`config.mk`:
```
export PLATFORM = sky130hd
export DESIGN_NAME = shift_pipe_ctrl
export DESIGN_NICKNAME = d
export VERILOG_FILES = /design/src/rtl/shift_pipe_ctrl.sv
export SDC_FILE = /design/constraint.sdc
export NUM_CORES = 1
export LEC_CHECK = 0
export BUFFER_PORTS_ARGS = -buffer_cell sky130_fd_sc_hd__buf_2
export CAP_MARGIN = 0
export CORE_UTILIZATION = 47
export DETAILED_ROUTE_END_ITERATION = 12
export GPL_TIMING_DRIVEN = 0
export PLACE_DENSITY = 0.76
export SLEW_MARGIN = 20
export SYNTH_ARGS = -nofsm -noshare
export SYNTH_HDL_FRONTEND = slang
export SYNTH_SLANG_ARGS = --single-unit
export TNS_END_PERCENT = 10
```
`constraint.sdc`:
```
create_clock -name clk -period 2.21 [get_ports clk]
set_input_delay 0.1105 -clock clk [delete_from_list [all_inputs] [get_ports clk]]
set_output_delay 0.1105 -clock clk [all_outputs]
set_load 0.02 [all_outputs]
```
`src/rtl/shift_pipe_ctrl.sv`:
```
// shift_pipe_ctrl: valid/enable sequencing for a DEPTH-stage shift-register
// chain. The data registers stay in the datapath. This block tracks which
// stages hold tokens, collapses bubbles, and runs drain and flush.
module shift_pipe_ctrl #(
  parameter int unsigned DEPTH = 3,
  parameter int unsigned CNT_W = 8,
  localparam int unsigned OCC_W = $clog2(DEPTH + 1)
) (
  input  logic               clk,
  input  logic               rst_n,
  input  logic               in_valid,
  output logic               in_ready,
  output logic               out_valid,
  input  logic               out_ready,
  input  logic               flush,
  input  logic               drain_req,
  output logic               drain_done,
  output logic [DEPTH-1:0]   stage_en,
  output logic [DEPTH-1:0]   stage_vld,
  output logic [OCC_W-1:0]   occupancy,
  output logic [1:0]         state,
  output logic [CNT_W-1:0]   xfer_cnt
);

  typedef enum logic [1:0] {
    IDLE   = 2'd0,
    ACTIVE = 2'd1,
    DRAIN  = 2'd2
  } state_e;

  state_e           state_q, state_d;
  logic [DEPTH-1:0] vld_q, vld_d;
  logic [DEPTH-1:0] adv;
  logic [OCC_W-1:0] occ_q, occ_d;
  logic [CNT_W-1:0] cnt_q, cnt_d;
  logic             done_q, done_d;
  logic             in_fire, out_fire;

  // Advance chain: a stage may load when it is empty or everything below it moves.
  always_comb begin
    adv = '0;
    adv[DEPTH-1] = !vld_q[DEPTH-1] || out_ready;
    for (int unsigned k = 1; k < DEPTH; k++) begin
      adv[DEPTH-1-k] = !vld_q[DEPTH-1-k] || adv[DEPTH-k];
    end
  end

  // Next valid bits, occupancy and transfer count.
  always_comb begin
    out_fire = vld_q[DEPTH-1] && out_ready;
    vld_d    = vld_q;
    if (flush) begin
      vld_d = '0;
    end else begin
      if (adv[0]) vld_d[0] = in_fire;
      for (int unsigned k = 1; k < DEPTH; k++) begin
        if (adv[k]) vld_d[k] = vld_q[k-1];
      end
    end
    occ_d = flush ? '0 : (occ_q + OCC_W'(in_fire) - OCC_W'(out_fire));
    cnt_d = cnt_q + CNT_W'(out_fire);
  end

  // Chain state registers.
  always_ff @(posedge clk or negedge rst_n) begin
    if (!rst_n) begin
      vld_q <= '0;
      occ_q <= '0;
      cnt_q <= '0;
    end else begin
      vld_q <= vld_d;
      occ_q <= occ_d;
      cnt_q <= cnt_d;
    end
  end

  // FSM state register, plus the registered one-cycle drain_done pulse.
  always_ff @(posedge clk or negedge rst_n) begin
    if (!rst_n) begin
      state_q <= IDLE;
      done_q  <= 1'b0;
    end else begin
      state_q <= state_d;
      done_q  <= done_d;
    end
  end

  // FSM next state: flush > drain_req > normal sequencing.
  // A drain requested on an empty chain still passes through one DRAIN cycle.
  always_comb begin
    state_d = state_q;
    if (flush) begin
      state_d = IDLE;
    end else begin
      unique case (state_q)
        IDLE: begin
          if (drain_req)    state_d = DRAIN;
          else if (in_fire) state_d = ACTIVE;
        end
        ACTIVE: begin
          if (drain_req)       state_d = DRAIN;
          else if (occ_d == '0) state_d = IDLE;
        end
        DRAIN: begin
          if (occ_d == '0) state_d = IDLE;
        end
        default: state_d = IDLE;
      endcase
    end
  end

  // FSM outputs: input handshake, stage enables, drain completion.
  always_comb begin
    in_ready = rst_n && adv[0] && (state_q != DRAIN) && !flush && !drain_req;
    in_fire  = in_valid && in_ready;
    stage_en = '0;
    stage_en[0] = in_fire;
    for (int unsigned k = 1; k < DEPTH; k++) begin
      stage_en[k] = adv[k] && vld_q[k-1] && !flush;
    end
    done_d = !flush && (state_q == DRAIN) && (occ_d == '0);
  end

  assign out_valid  = vld_q[DEPTH-1];
  assign stage_vld  = vld_q;
  assign occupancy  = occ_q;
  assign state      = state_q;
  assign xfer_cnt   = cnt_q;
  assign drain_done = done_q;

endmodule

```
==> impl_metrics.csv, run 1 <==
group,metric,value,unit
setup_path,cp-end-kind,"register",
clock_network,cts_max_path_buffers,2,
finish,fillCellCount,125,
global_routing,grt_max_degree,17,
synth,async_flop_share,1.00,
detailed_routing,first_iter_violations,4,
clock_network,clock_latency,300,ps
pwr,leakage,0.592,nW
setup_path,cp-startpoint,"stage_vld[2]",
synth,synth-seq-area-share,0.514,
clock_network,cts_buffers,3,
clock_network,clockRootBuffer,"clkbuf_4",
setup_path,path_buf_inv,1,
global_routing,antenna_found_initial,0,
finish,final_core_util,0.698,
finish,final_cell_area,1060,sq um
placed_design,dp.cells,109,
setup_path,cp-start-kind,"register",
finish,fin_cells,121,
pwr,peakVddDrop,0.364,mV
setup_path,crit_path_top_delay_cell,"dfrtp_2",
synth,syn_area,779,sq um
sta,clock_skew,5.89,ps
detailed_routing,via_per_inst,5.27,
finish,drive_gt1_frac,0.448,
sta,fin_tns_setup,0,ps
clock_network,clock_sinks,16,
setup_path,arrival,2310,ps
sta,finalCriticalPeriod,2090,ps
setup_path,r2r_start,"stage_vld[2]",
finish,nets,116,
global_routing,overflow,0,
sta,timing.fmax,478,MHz
setup_path,crit_type,"reg2reg",
setup_path,cp_top_family,"simple AND/OR/NAND/NOR gates",
synth,syn_area_per_cell,11.6,sq um
synth,syn_inst,67,
detailed_routing,vias,638,
outcome,status,"completed",
detailed_routing,post_drt_wl_per_cell,13.3,um
sta,hold_viol_final,0,
global_routing,grt_pass1_wl,2560,um
floorplan,fp.coreArea,1520,sq um
sta,tightestPinTransition,716,ps
run,cap_violations,0,
floorplan,die_w,42.7,um
sta,fin_crit_sh,0.946,
clock_network,cts_tree,"done",
setup_path,cp.required,2430,ps
detailed_routing,drcViolationCount,0,
synth,synth_area_leader_cell,"dfrtp_1",
detailed_routing,wirelength,1610,um
sta,relSlewSlack,0.521,
placed_design,io_buffers,26,
synth,ys_top_cells_by_count,"dfrtp_1 (16), nor2_1 (7), ha_1 (4), xnor2_1 (4)",
placed_design,finalWeightedCongestion,0.760,
finish,n_antenna_cell,0,
synth,yosysMostFrequentCell,"dfrtp_1",
synth,synth_nets,77,
floorplan,die-area,1830,sq um
floorplan,dieHeight,42.7,um
worst_hold_path,hp-class,"in2reg",
setup_path,slowest_delay,440,ps
finish,syn2layout_area_growth,36.4,%
global_routing,grt_pass1_vias,567,
setup_path,crit_chain,"nand4b_1, nand3b_1, or2_4, ha_4, inv_1, ha_2, xnor3_1, nor2b_4, nor3b_2",
synth,synth-seq-cells,16,
clock_network,clkTransAtPathRegs,100,ps
synth,synth_flop_cell,"dfrtp_1",
clock_network,htreeDepth,1,
floorplan,io-pin-count,27,
global_routing,grt_usage,0.195,
floorplan,rows,14,
floorplan,initial_core_util,0.511,
placed_design,hpwl,1060,um
synth,synth_top_area_share,0.514,
detailed_routing,drt.antenna.violating_nets,0,
synth,yosys-top-cells-area,"dfrtp_1 (51%), ha_1 (6.4%), xnor2_1 (4.5%)",
synth,ys_types,27,
pwr,p_per_area,565,nW/um^2
sta,rsz0062_at_grt,"false",
placed_design,placed_area,930,sq um
synth,synth_edf_count,0,
sta,slew_viol_final,0,
worst_hold_path,hp-start,"in_valid",
synth,yosys_warnings,0,
setup_path,path_max_fanout,5,
sta,setup_viol,0,
detailed_routing,firstDrtPassIters,2,
power breakdown:
| part | internal (mW) | switching, mW |
|---|---|---|
| clock | 0.100 | 0.0985 |
| combinational | 0.0357 | 0.0521 |
| sequential | 0.305 | 0.00938 |
flip-flops by register name, summed over array words and instances, names as in the netlist:
name,flops
drain_done,1
occupancy,2
stage_vld,3
state,2
xfer_cnt,8
kinds of logic after synthesis:
kind of cell | share of synthesized area
flops | 0.514
buf+inv | 0.0289
compound gates | 0.0337
fa+ha+maj | 0.0642
simple gates | 0.263
xor+xnor | 0.0963
placed cells by master, fill, tap and decap left out, drive strengths merged, types with 2 or more instances in the layout:
cell type,synthesis,routed
nor2,7,7
nand4b,2,2
buf,2,35
xor2,2,2
xnor2,4,4
nand3,2,2
dfrtp,16,16
nor3b,4,4
and3,2,2
nand2b,2,2
ha,4,4
nand2,3,3
clkbuf,1,5
and2,2,2
nand3b,2,2
nor2b,3,3
tightest hold or removal path: stages:
cell,delay [ps]
buf_2,110
nand4b_1,80
a21oi_1,70
per-stage QoR:
stage | hold WS, ps | power (mW) | setup slack (ps)
after floorplan | -185 | 0.362 | 42.1
after global placement | 50.3 | 0.392 | 64.8
after detailed placement | 55.5 | 0.394 | 45.6
after CTS | 79.6 | 0.595 | 29.2
after global routing | 108 | 0.628 | 3.08
final | 107 | 0.601 | 120
layout make-up:
class	count	area, sq um	area share
buffer	3	18.8	0.0176
clock buffer	4	36.3	0.0341
inverter	1	3.75	0.00353
multi-input combinational	47	390	0.367
sequential	16	402	0.378
tap	16	20.0	0.0188
timing repair buffer	34	193	0.181
timing repair:
action / CTS / global route
hold buffers: 1 / 0
hold endpoints to repair: 16 / 0
setup endpoints to repair: 0 / 3
gates resized for setup: 0 / 7
buffers inserted: 0 / 7
routing by layer:
layer  up-vias  track usage  part of all wire
met5         -            0                 0
met4         0        0.131             0.026
met3         5       0.0255             0.025
met2        12        0.306              0.50
met1       316        0.250              0.45
li1        305            -                 -
worst paths after layout:
| kind | slack, ps | depth (start not counted) | end |
|---|---|---|---|
| hold / removal | 110 | 3 | stage_vld[0] |
| setup / recovery | 120 | 9 | drain_done |
| max in group asynchronous | 1280 | 2 | stage_vld[2] |
| hold reg to reg | 490 | 1 | xfer_cnt[7] |
| setup reg to reg | 120 | 9 | drain_done |
| min in group asynchronous | 430 | 2 | occupancy[0] |
Note: power is estimated with default switching activity, not from simulation.
==> inputs of run 2 (changes only) <==
Settings changed: CORE_UTILIZATION 47 to 40, PLACE_DENSITY 0.76 to 0.66.
==> impl_metrics.csv, run 2 (synthesis results as in run 1) <==
group,metric,value,unit
sta,finalCriticalPeriod,2070,ps
sta,slew_viol_final,0,
setup_path,crit_type,"reg2reg",
pwr,finalPower,0.584,mW
setup_path,r2r-end,"drain_done",
sta,fin_ws,143,ps
detailed_routing,post_drt_wl_per_cell,11.2,um
sta,hold_viol_final,0,
floorplan,rows,15,
detailed_routing,wirelength,1450,um
setup_path,rr_worst_depth,9,
global_routing,antenna_found_initial,0,
global_routing,grt_max_degree,17,
worst_hold_path,hp-class,"in2reg",
clock_network,cts_buffers,3,
detailed_routing,drt.antenna.violating_nets,0,
pwr,leakage,0.586,nW
finish,n_antenna_cell,0,
floorplan,die_w,46.1,um
floorplan,dieHeight,46.1,um
setup_path,cp-start-kind,"register",
finish,final_common_cell,"buf_2",
global_routing,overflow,0,
setup_path,arrival,2220,ps
sta,setup_viol,0,
sta,fin_tns_setup,0,ps
worst_hold_path,hold_depth,3,
placed_design,dp.cells,118,
global_routing,grt_pass1_wl,2240,um
sta,clock_skew,0.440,ps
finish,fin_cells,129,
clock_network,clkTransAtPathRegs,90,ps
setup_path,path_max_fanout,5,
worst_hold_path,hp-start,"drain_req",
clock_network,clock_latency,280,ps
setup_path,cp.required,2370,ps
clock_network,clockRootBuffer,"clkbuf_4",
clock_network,clock_sinks,16,
finish,layout_common_cells,"buf_2 (26), dfrtp_1 (15), buf_4 (8)",
detailed_routing,first_iter_violations,5,
setup_path,reg2reg_slack,140,ps
finish,largest_reg_flops,8,
placed_design,place_ws,8.42,ps
sta,tightestPinTransition,707,ps
clock_network,htreeDepth,1,
sta,relSlewSlack,0.527,
floorplan,die-area,2130,sq um
finish,drive_gt1_frac,0.442,
sta,timing.fmax,484,MHz
floorplan,io-pin-count,27,
worst_hold_path,holdPathEnd,"state[1]",
floorplan,initial_core_util,0.437,
floorplan,fp.coreArea,1780,sq um
clock_network,cts_max_path_buffers,2,
finish,syn2layout_area_growth,35.8,%
placed_design,io_buffers,26,
pwr,peakVddDrop,0.347,mV
sta,finalHoldWorstSlack,95.5,ps
pwr,p_per_area,552,nW/um^2
clock_network,cts_tree,"done",
placed_design,finalWeightedCongestion,0.682,
setup_path,cp-end-kind,"register",
detailed_routing,via_per_inst,4.64,
global_routing,grt_usage,0.148,
detailed_routing,vias,598,
detailed_routing,drcViolationCount,0,
sta,fin_crit_sh,0.935,
outcome,status,"completed",
finish,nets,115,
detailed_routing,firstDrtPassIters,2,
setup_path,r2r_start,"state[0]",
global_routing,grt_pass1_vias,526,
run,cap_violations,0,
placed_design,hpwl,1060,um
## run 2: cell types whose count changed in the layout (fill, tap and decap cells not counted)
cell,change
buf_4,-1
o31ai_4,-1
o31ai_2,+1
## run 2: critical path: stages (launching register included)
cell and delay, ps:
dfrtp_1 400, nand2b_4 170, nand3b_1 130, or2_4 290
ha_4 230, inv_1 50, ha_2 160, xnor3_1 220
nor2b_4 150, nor3b_2 140
## run 2: worst max-delay path by stage
| stage | depth (start not counted) | slack [ps] | end | from |
|---|---|---|---|---|
| finish | 9 | 140 | drain_done | state[0] |
| global route | 9 | -10 | drain_done | stage_vld[0] |
| CTS | 9 | 20 | drain_done | stage_vld[1] |
| detailed placement | 9 | 8 | drain_done | state[0] |
| global placement | 9 | 50 | drain_done | rst_n |
| floorplan | 9 | 40 | drain_done | state[0] |
## run 2: layout make-up
class / count / area (sq um)
fill: 161 / 724
multi-input combinational: 47 / 382
clock buffer: 4 / 36.3
timing repair buffer: 33 / 185
buffer: 3 / 18.8
sequential: 16 / 402
tap: 25 / 31.3
inverter: 1 / 3.75
## run 2: where the power goes
part / leakage [nW] / internal, mW / switching (mW) / total, mW
registers: 0.219 / 0.305 / 0.00785 / 0.313
logic: 0.347 / 0.0337 / 0.0487 / 0.0824
clock network: 0.0210 / 0.100 / 0.0891 / 0.189
total: 0.586 / 0.439 / 0.146 / 0.584
## run 2: repair_timing
action,in CTS,in global routing
hold buffers,1,0
endpoints found under the setup margin,1,3
cloned,0,0
endpoints found under the hold margin,16,0
gates resized for setup,1,5
buffers inserted,1,5
pin swaps,0,4
## run 2: layer usage
layer	wire, um	up-vias	GRT usage
met3	41	2	0.0353
met2	742	12	0.248
met4	8	0	0.0529
met1	655	281	0.183
met5	0	-	0
li1	-	303	-
## run 2: stage by stage
stage,instance area (sq um),utilization
global placement,941,0.528
global route,1060,0.594
floorplan,779,-
detailed placement,941,0.528
finish,1060,0.594
CTS,997,0.559
==> inputs of run 3 (changes only) <==
Settings changed: PLACE_DENSITY 0.66 to 0.69.
Clock period 2.21 ns to 1.9 ns, I/O delays scaled along.
==> impl_metrics.csv, run 3 (synthesis results as in run 1) <==
group,metric,value,unit
setup_path,crit_chain,"nand4b_1, nand3b_1, or2_4, ha_4, inv_2, ha_4, xnor3_1, nor2b_4, nor3b_2",
clock_network,clockRootBuffer,"clkbuf_4",
floorplan,fp.coreArea,1780,sq um
setup_path,cp_top_family,"simple AND/OR/NAND/NOR gates",
detailed_routing,drt.antenna.violating_nets,0,
detailed_routing,vias,616,
global_routing,grt_usage,0.156,
pwr,p_per_area,632,nW/um^2
pwr,finalPower,0.693,mW
placed_design,finalWeightedCongestion,0.744,
clock_network,clock_latency,290,ps
sta,tightestPinTransition,713,ps
pwr,seqPwrFrac,0.525,
clock_network,cts_buffers,3,
sta,finalCriticalPeriod,1960,ps
pwr,peakVddDrop,0.315,mV
global_routing,grt_max_degree,17,
pwr,p_sw,0.179,mW
clock_network,clkTransAtPathRegs,100,ps
floorplan,initial_core_util,0.437,
floorplan,die_w,46.1,um
global_routing,grt_pass1_wl,2240,um
finish,n_antenna_cell,0,
setup_path,arrival,2180,ps
finish,nets,118,
pwr,swShare,0.259,
clock_network,clock_sinks,16,
setup_path,cp-start-kind,"register",
run,cap_violations,0,
clock_network,ctsResizeCount,0,
setup_path,cp.required,2120,ps
global_routing,antenna_found_initial,0,
placed_design,io_buffers,26,
detailed_routing,wirelength,1490,um
detailed_routing,firstDrtPassIters,4,
setup_path,r2r_start,"stage_vld[2]",
outcome,status,"finished, violations left",
sta,rsz0062_at_grt,"true",
sta,setup_viol,3,
sta,relSlewSlack,0.523,
setup_path,crit_path_top_delay_cell,"dfrtp_2",
outcome,violations,"setup timing",
finish,final_cell_area,1100,sq um
floorplan,dieHeight,46.1,um
setup_path,path_max_fanout,3,
sta,slew_viol_final,0,
sta,hold_viol_final,0,
global_routing,grt_pass1_vias,505,
floorplan,rows,15,
sta,timing.fmax,509,MHz
finish,largest_reg_flops,8,
clock_network,htreeDepth,1,
detailed_routing,post_drt_wl_per_cell,11.3,um
worst_hold_path,hp-start,"drain_req",
global_routing,overflow,0,
floorplan,die-area,2130,sq um
setup_path,cp-end-kind,"register",
pwr,clkPwrFrac,0.329,
placed_design,hpwl,1020,um
floorplan,io-pin-count,27,
finish,drive_gt1_frac,0.505,
clock_network,cts_max_path_buffers,2,
setup_path,path_buf_inv,1,
setup_path,slowest_delay,410,ps
setup_path,cp-startpoint,"stage_vld[2]",
setup_path,crit_top_cell,"ha_4",
clock_network,cts_tree,"done",
pwr,leakage,0.594,nW
pwr,internal_power,0.514,mW
worst_hold_path,hp-class,"in2reg",
detailed_routing,first_iter_violations,8,
detailed_routing,via_per_inst,4.67,
finish,layout_common_cells,"buf_2 (26), buf_4 (11), dfrtp_1 (11)",
placed_design,placed_area,982,sq um
finish,final_common_cell,"buf_2",
sta,fin_ws,-63.6,ps
sta,fin_crit_sh,1.03,
finish,syn2layout_area_growth,40.6,%
setup_path,crit_type,"reg2reg",
detailed_routing,drcViolationCount,0,
sta,clock_skew,1.80,ps
pwr,p_comb_frac,0.146,
run 3: timing repair:
action,CTS,global route
pin swaps,1,2
hold buffers,1,0
endpoints found under the hold margin,16,0
setup endpoints to repair,3,3
buffers inserted,7,2
run 3: worst paths after layout:
kind                          endpoint  depth (start not counted)  slack [ps]
max                         drain_done                          9         -60
max reg2reg                 drain_done                          9         -60
min reg2reg                xfer_cnt[7]                          1         470
min                           state[1]                          3          60
max in group asynchronous     state[1]                          2         980
min in group asynchronous   drain_done                          2         430
run 3: metal layers:
layer	up-vias	track usage	wire, um
li1	306	-	-
met4	0	0.0882	22
met3	2	0.0392	63
met1	293	0.202	680
met5	-	0	0
met2	15	0.234	726
run 3: layout make-up:
class / count / area, sq um
Sequential cell: 16 / 407
Inverter: 1 / 3.75
Timing Repair Buffer: 36 / 208
Fill cell: 153 / 687
Buffer: 3 / 18.8
Clock buffer: 4 / 36.3
Multi-Input combinational cell: 47 / 392
Tap cell: 25 / 31.3
run 3: power by group through the flow:
stage / clock network (mW) / logic, mW / registers [mW]
2_1_floorplan: 0 / 0.0366 / 0.390
3_3_place_gp: 0 / 0.0894 / 0.372
3_5_place_dp: 0 / 0.0907 / 0.372
4_1_cts: 0.235 / 0.102 / 0.364
5_1_grt: 0.249 / 0.110 / 0.366
6_report: 0.228 / 0.101 / 0.364
run 3: through the flow:
stage	hold WS [ps]	setup slack, ps	instances	util	setup TNS (ps)
floorplan	-201	-75.1	67	-	-158
global placement	39.6	-133	118	0.551	-337
detailed placement	43.2	-163	118	0.551	-425
CTS	55.1	-71.2	130	0.606	-140
global route	63.4	-213	132	0.615	-545
finish	63.9	-63.6	132	0.615	-119
run 3: worst reg2reg max path, cell delays in order (launching register included):
cell and delay [ps]:
dfrtp_2 410, nand4b_1 130, nand3b_1 120, or2_4 260, ha_4 260, inv_2 30, ha_4 140, xnor3_1 210
nor2b_4 170, nor3b_2 160
